[config.mk]
export PLATFORM = sky130hd
export DESIGN_NAME = fetch_instr_queue
export DESIGN_NICKNAME = d
export VERILOG_FILES = /design/src/rtl/cvw_pkg.sv /design/src/rtl/fetch_instr_queue_storage.sv /design/src/rtl/fetch_instr_queue.sv
export SDC_FILE = /design/constraint.sdc
export NUM_CORES = 1
export LEC_CHECK = 0
export ABC_AREA = 1
export ABC_CLOCK_PERIOD_IN_PS = 17930
export BUFFER_PORTS_ARGS = -buffer_cell sky130_fd_sc_hd__buf_2
export CORE_ASPECT_RATIO = 1.2
export CORE_UTILIZATION = 55
export DETAILED_ROUTE_END_ITERATION = 10
export PLACE_DENSITY_LB_ADDON = 0.1
export SYNTH_ARGS = -nofsm -noshare
export SYNTH_HDL_FRONTEND = slang
export SYNTH_SLANG_ARGS = --single-unit
[constraint.sdc]
create_clock -name clk -period 17.93 [get_ports clk]
set_input_delay 2.6895 -clock clk [delete_from_list [all_inputs] [get_ports clk]]
set_output_delay 2.6895 -clock clk [all_outputs]
set_load 0.02 [all_outputs]
[src/rtl/cvw_pkg.sv]
// Shared fetch-side types: the instruction queue entry, the NOP constant and the capture helper.
package cvw;

  localparam int XLEN = 64;
  localparam int ILEN = 32;

  localparam logic [ILEN-1:0] NOP = 32'h00000013;

  typedef struct packed {
    logic [XLEN-1:0] pc;
    logic [ILEN-1:0] instr;
    logic            compressed;
  } ifq_entry_t;

  typedef enum logic [1:0] {
    OCC_EMPTY   = 2'd0,
    OCC_PARTIAL = 2'd1,
    OCC_FULL    = 2'd2
  } ifq_occ_e;

  // Compressed encodings only define the low half; the upper half is cleared once, at capture.
  function automatic ifq_entry_t ifq_capture(input logic [ILEN-1:0] instr,
                                             input logic [XLEN-1:0] pc);
    ifq_entry_t e;
    e.pc         = pc;
    e.compressed = (instr[1:0] != 2'b11);
    e.instr      = e.compressed ? {16'h0000, instr[15:0]} : instr;
    return e;
  endfunction

endpackage

[src/rtl/fetch_instr_queue_storage.sv]
// Entry storage for the fetch instruction queue: one write port, one asynchronous read port.
// Data is never reset; which entries are live is known only from the queue occupancy.
module ifq_storage
  import cvw::*;
#(
  parameter int DEPTH = 4
) (
  input  logic                       clk,
  input  logic                       we,
  input  logic [$clog2(DEPTH)-1:0]   waddr,
  input  ifq_entry_t                 wdata,
  input  logic [$clog2(DEPTH)-1:0]   raddr,
  output ifq_entry_t                 rdata
);

  ifq_entry_t mem_q [DEPTH];

  always_ff @(posedge clk) begin
    if (we) begin
      mem_q[waddr] <= wdata;
    end
  end

  assign rdata = mem_q[raddr];

endmodule

[src/rtl/fetch_instr_queue.sv]
// Decoupling queue between fetch word select and decode, with valid/ready on both sides.
// Optional macro IFQ_BYPASS_EN adds a zero-latency empty-queue path from enq_* to deq_*.
module fetch_instr_queue
  import cvw::*;
#(
  parameter int DEPTH = 4
) (
  input  logic                          clk,
  input  logic                          reset,
  input  logic                          FlushD,
  input  logic                          enq_valid,
  output logic                          enq_ready,
  input  logic [ILEN-1:0]               enq_instr,
  input  logic [XLEN-1:0]               enq_pc,
  output logic                          deq_valid,
  input  logic                          deq_ready,
  output logic [ILEN-1:0]               deq_instr,
  output logic [XLEN-1:0]               deq_pc,
  output logic                          deq_compressed,
  output logic [$clog2(DEPTH+1)-1:0]    count
);

  localparam int PTR_W = $clog2(DEPTH);
  localparam int CNT_W = $clog2(DEPTH+1);

  ifq_occ_e         state_q, state_d;
  logic [CNT_W-1:0] count_q, count_d;
  logic [PTR_W-1:0] wr_ptr_q, wr_ptr_d;
  logic [PTR_W-1:0] rd_ptr_q, rd_ptr_d;

  ifq_entry_t enq_entry;
  ifq_entry_t head_entry;
  ifq_entry_t out_entry;
  logic       out_valid;
  logic       enq_fire;
  logic       deq_fire;
  logic       pass_through;
  logic       do_write;
  logic       do_read;

  assign enq_entry = ifq_capture(enq_instr, enq_pc);

  ifq_storage #(
    .DEPTH (DEPTH)
  ) u_storage (
    .clk   (clk),
    .we    (do_write),
    .waddr (wr_ptr_q),
    .wdata (enq_entry),
    .raddr (rd_ptr_q),
    .rdata (head_entry)
  );

`ifdef IFQ_BYPASS_EN
  // An instruction offered to an empty queue is shown to decode immediately;
  // if decode takes it in the same cycle it never touches the storage.
  assign out_valid    = (state_q != OCC_EMPTY) || enq_valid;
  assign out_entry    = (state_q == OCC_EMPTY) ? enq_entry : head_entry;
  assign pass_through = (state_q == OCC_EMPTY) && enq_valid && deq_ready;
`else
  assign out_valid    = (state_q != OCC_EMPTY);
  assign out_entry    = head_entry;
  assign pass_through = 1'b0;
`endif

  // enq_ready comes from registered occupancy only, so no deq_ready -> enq_ready path exists.
  assign enq_fire = enq_valid && (state_q != OCC_FULL);
  assign deq_fire = out_valid && deq_ready;
  assign do_write = enq_fire && !pass_through;
  assign do_read  = deq_fire && !pass_through;

  // State register process
  always_ff @(posedge clk) begin
    if (reset || FlushD) begin
      state_q  <= OCC_EMPTY;
      count_q  <= '0;
      wr_ptr_q <= '0;
      rd_ptr_q <= '0;
    end else begin
      state_q  <= state_d;
      count_q  <= count_d;
      wr_ptr_q <= wr_ptr_d;
      rd_ptr_q <= rd_ptr_d;
    end
  end

  // Next-state process
  always_comb begin
    state_d  = state_q;
    count_d  = count_q;
    wr_ptr_d = wr_ptr_q;
    rd_ptr_d = rd_ptr_q;

    if (do_write) begin
      wr_ptr_d = wr_ptr_q + PTR_W'(1);
    end
    if (do_read) begin
      rd_ptr_d = rd_ptr_q + PTR_W'(1);
    end

    case ({do_write, do_read})
      2'b10:   count_d = count_q + CNT_W'(1);
      2'b01:   count_d = count_q - CNT_W'(1);
      default: count_d = count_q;
    endcase

    case (state_q)
      OCC_EMPTY: begin
        if (do_write) begin
          state_d = OCC_PARTIAL;
        end
      end
      OCC_PARTIAL: begin
        if (do_write && !do_read && (count_q == CNT_W'(DEPTH-1))) begin
          state_d = OCC_FULL;
        end else if (do_read && !do_write && (count_q == CNT_W'(1))) begin
          state_d = OCC_EMPTY;
        end
      end
      OCC_FULL: begin
        if (do_read) begin
          state_d = OCC_PARTIAL;
        end
      end
      default: begin
        state_d = OCC_EMPTY;
      end
    endcase
  end

  // Output process
  always_comb begin
    enq_ready      = (state_q != OCC_FULL);
    deq_valid      = out_valid;
    count          = count_q;
    deq_instr      = NOP;
    deq_pc         = '0;
    deq_compressed = 1'b0;
    if (out_valid) begin
      deq_instr      = out_entry.instr;
      deq_pc         = out_entry.pc;
      deq_compressed = out_entry.compressed;
    end
  end

endmodule

==> summary by stage <==
Route
The highest metal layer with signal wires is met5. The number of DRC violations after detailed-routing iteration 0 is 786. The average via count per standard cell is roughly 5.3. In this run the remaining antenna-violating nets after routing total 0. Summed over all nets, wire length on met2 after detailed routing comes to 16.6 mm.

The average wire per standard cell is roughly 18 um. The routed design uses 2.25 mm of met3 wire. Detailed routing inserted a total of 9861 vias. After detailed routing, the number of remaining DRC violations is 0. The pre-antenna-repair detailed-routing pass consisted of 5 iterations. The detailed router put a total of 13.7 mm of wire on met1. The total length of routed wires is 33.3 mm.

Logic synthesis
Synthesis produced a netlist with a net count of 1371. Counting flops and latches in the post-synthesis netlist gives 399. Yosys printed 0 warnings. Summing the sequential cell areas from Yosys gives 75.6% of the chip area.

The netlist area before placement is 15700 um^2. Synthesis produced 1260 cells. The distinct cell type count after synthesis is 18.

Averaged over all synthesized cells, the footprint is 12.5 um^2.

CTS
The clock-pin transition on the worst setup and hold timing paths is roughly 0.060 ns. The clock passes through at most 3 buffers. The clock latency on the worst-skew pair is 0.51 ns. The number of sinks on the clock net is 399. The master cell of the clock root buffer is sky130_fd_sc_hd__clkbuf_16.

The number of setup buffers added after CTS is 0. TritonCTS built the clock tree. The H-tree generated during clock tree synthesis spans 2 levels.

The TritonCTS buffer count is 39. The number of gates given a new drive strength after cts is 0. In this run, post-CTS hold repair placed 0 buffers.

Floorplan
From left edge to right edge, the die measures 156 um. The count of pins on the block boundary is roughly 200. The initial utilization of the core area, before any placement, comes to 56.1%.

The overall die area is about 30000 um^2. Measured along the y axis, the die boundary spans 187 um. The number of placement rows is 67. The core region is 28000 um^2.

STA
Setup repair after global routing left no endpoint under its margin. The setup-violating endpoint count in the final report is 0. After routing, the total negative slack on setup checks comes to 0 ns. The shortest clock period the worst path allows after layout is ~6.2 ns. The transition time of the tightest slew-check pin is between 1 and 1.5 ns. The final max-slew violation count was 0. The worst path uses 34.9% of the clock period. The remaining max-slew budget at the tightest pin is 29.5%. The maximum clock skew at final layout is 0.0163 ns. Timing would allow up to 0.160 GHz.

The final hold violation count is 0.

Layout
Leaving out fill and tap cells, the most frequent cell in the layout is sky130_fd_sc_hd__nor2_1. From synthesis to final layout, the design area changed by 15.4%. After filler insertion, the fill cell instance count of the layout stands at between 2000 and 2500. Leaving out fill and tap cells, the most frequent cells in the layout are sky130_fd_sc_hd__nor2_1, sky130_fd_sc_hd__edfxtp_1, sky130_fd_sc_hd__buf_2, sky130_fd_sc_hd__a21oi_1, sky130_fd_sc_hd__o21ai_0. The sequential cells in the finished layout cover a total of 11900 um^2. For this run, the post-layout net count is around 1600. In the final layout, the multi-input gates occupy 3340 um^2. The layout cell share with drive strength beyond 1 is 18.8%.

Placement
Detailed placement ended at an HPWL of 18.0 mm. Routability-driven placement finished with a final weighted congestion of approximately 0.73. The number of buffers inserted by port buffering is 202.

Pwr
The switching power as a share of total power is 20.7%. For this design the ratio of total power to cell area is 104 nW/um^2. For this design the static power due to leakage is roughly 6.7 nW.

The internal power of the cells totals around 1.5 mW. In this run, the combinational gates consume a little under 5% of the power. IR analysis of the VDD net gives a maximum drop of 93.5 uV. The design draws 1.89 mW. The analysis attributes to net switching a power of just under 0.4 mW. The clock network accounts for about two fifths of the total power. Sequential cells account for 56.0% of the total power.

GRT
The number of antenna violations at the first check in global routing is 9. The maximum number of pins on one net before global-route repair is 105. The global-route wire length before repair is 51.1 mm. The number of global-route vias before repair was 9629. The remaining global-route overflow is 0. The overall track demand over capacity in global routing is 23.0%.

Status
The run finished with clean final reports.

Critical path
Data on the critical path arrives at its endpoint at between 3 and 4 ns. The signal on the critical path passes through clkinv_2 -> buf_4 -> nor2_1 -> o21ai_1 -> a21oi_1 -> buf_2. The kind of cell adding the most delay to the critical path is buffers and inverters. The worst path buffer plus inverter count is 3. Along the worst path, the maximum fanout reaches 55.

The worst setup path is captured at an output pin. The critical setup path kind is register to output pin. The largest individual stage delay along the critical path comes from the cell sky130_fd_sc_hd__clkinv_2. The data required time of the worst path is 15.24 ns. The nature of the critical path startpoint is a register. The largest stage delay on the critical path is 0.91 ns.

Worst hold path
The worst hold path belongs to the class register to register.

Flow run
Across the run, the number of max-cap violations was 0.
==> layout make-up <==
class	count	share of cell area [%]
clock buffer	53	5.91
sequential	399	65.5
antenna	8	0.110
inverter	35	0.759
multi-input combinational	751	18.4
timing repair buffer	217	6.20
clock inverter	17	0.449
tap	379	2.62
==> per-layer routing <==
| metal | GRT usage (%) | up-vias |
|---|---|---|
| met4 | 7.65 | 2 |
| li1 | - | 4801 |
| met5 | 0 | - |
| met2 | 38.7 | 300 |
| met1 | 29.6 | 4704 |
| met3 | 4.73 | 54 |
==> worst paths after layout <==
kind / start / to / slack [ns] / cells after the start
worst min register to register: rd_ptr_q[1] / register / 0.53 / 4
worst min-delay path: rd_ptr_q[1] / register / 0.53 / 4
worst max register to register: state_q[0] / u_storage.mem_q[3][72] / 14.62 / 6
worst max-delay path: register / deq_instr[31] / 11.68 / 6
==> registers in the layout, indices dropped and copies added, names as in the netlist, named ones only <==
signal,count
rd_ptr_q,2
state_q,2
wr_ptr_q,2
u_storage.mem_q,388
count,3
==> metrics by stage <==
stage | util, % | worst slack (ns) | std cells | hold slack [ns] | area [um^2]
final | 64.7 | 11.68 | 1859 | 0.525 | 18100
after detailed placement | 60.5 | 12.18 | 1781 | 0.512 | 17000
after global placement | 60.5 | 12.18 | 1781 | 0.508 | 17000
after CTS | 64.7 | 11.63 | 1851 | 0.524 | 18100
after floorplan | - | 10.45 | 1260 | 0.487 | 15700
after global routing | 64.7 | 11.34 | 1856 | 0.561 | 18100
==> cells in the mapped netlist <==
| cell | instances | area [um^2] |
|---|---|---|
| sky130_fd_sc_hd__a21oi_1 | 106 | 531 |
| sky130_fd_sc_hd__xor2_1 | 2 | 17.5 |
| sky130_fd_sc_hd__clkbuf_1 | 17 | 63.8 |
| sky130_fd_sc_hd__buf_4 | 14 | 105 |
| sky130_fd_sc_hd__buf_2 | 26 | 130 |
| sky130_fd_sc_hd__edfxtp_1 | 388 | 11700 |
| sky130_fd_sc_hd__nand3_1 | 5 | 25.0 |
| sky130_fd_sc_hd__ha_1 | 10 | 125 |
| sky130_fd_sc_hd__buf_6 | 3 | 33.8 |
| sky130_fd_sc_hd__buf_1 | 2 | 7.51 |
| sky130_fd_sc_hd__nor2_1 | 407 | 1530 |
| sky130_fd_sc_hd__clkbuf_2 | 13 | 65.1 |
| sky130_fd_sc_hd__inv_1 | 33 | 124 |
| sky130_fd_sc_hd__nand2_1 | 25 | 93.8 |
| sky130_fd_sc_hd__inv_2 | 2 | 7.51 |
| sky130_fd_sc_hd__dfxtp_1 | 11 | 220 |
| sky130_fd_sc_hd__o21ai_1 | 94 | 470 |
| sky130_fd_sc_hd__o21ai_0 | 102 | 510 |
==> cells by family (layout without fill, tap and decap cells) <==
kind of cell | count (synthesis) | in the layout | share of synthesized area, %
compound gates | 302 | 302 | 9.62
simple gates | 437 | 437 | 10.5
other cells | 0 | 8 | 0
flops | 399 | 399 | 75.6
xor+xnor | 2 | 2 | 0.112
fa+ha+maj | 10 | 10 | 0.796
buf+inv | 110 | 322 | 3.42
==> worst reg2reg max path, stage by stage (launching register included) <==
cell                      delay [ns]
sky130_fd_sc_hd__dfxtp_1        0.41
sky130_fd_sc_hd__inv_1          0.10
sky130_fd_sc_hd__nand2_1        0.08
sky130_fd_sc_hd__nand2_1        0.33
sky130_fd_sc_hd__nor2_4         0.75
sky130_fd_sc_hd__buf_4          0.59
sky130_fd_sc_hd__buf_4          0.64
==> power groups by stage <==
stage	Sequential, mW	Clock, mW	Combinational, mW
global route	1.06	0.787	0.103
detailed placement	1.08	0	0.0928
floorplan	1.08	0	0.0521
finish	1.06	0.738	0.0920
CTS	1.06	0.750	0.0933
global placement	1.08	0	0.0907
No activity file was read; power rests on OpenSTA's default activity.
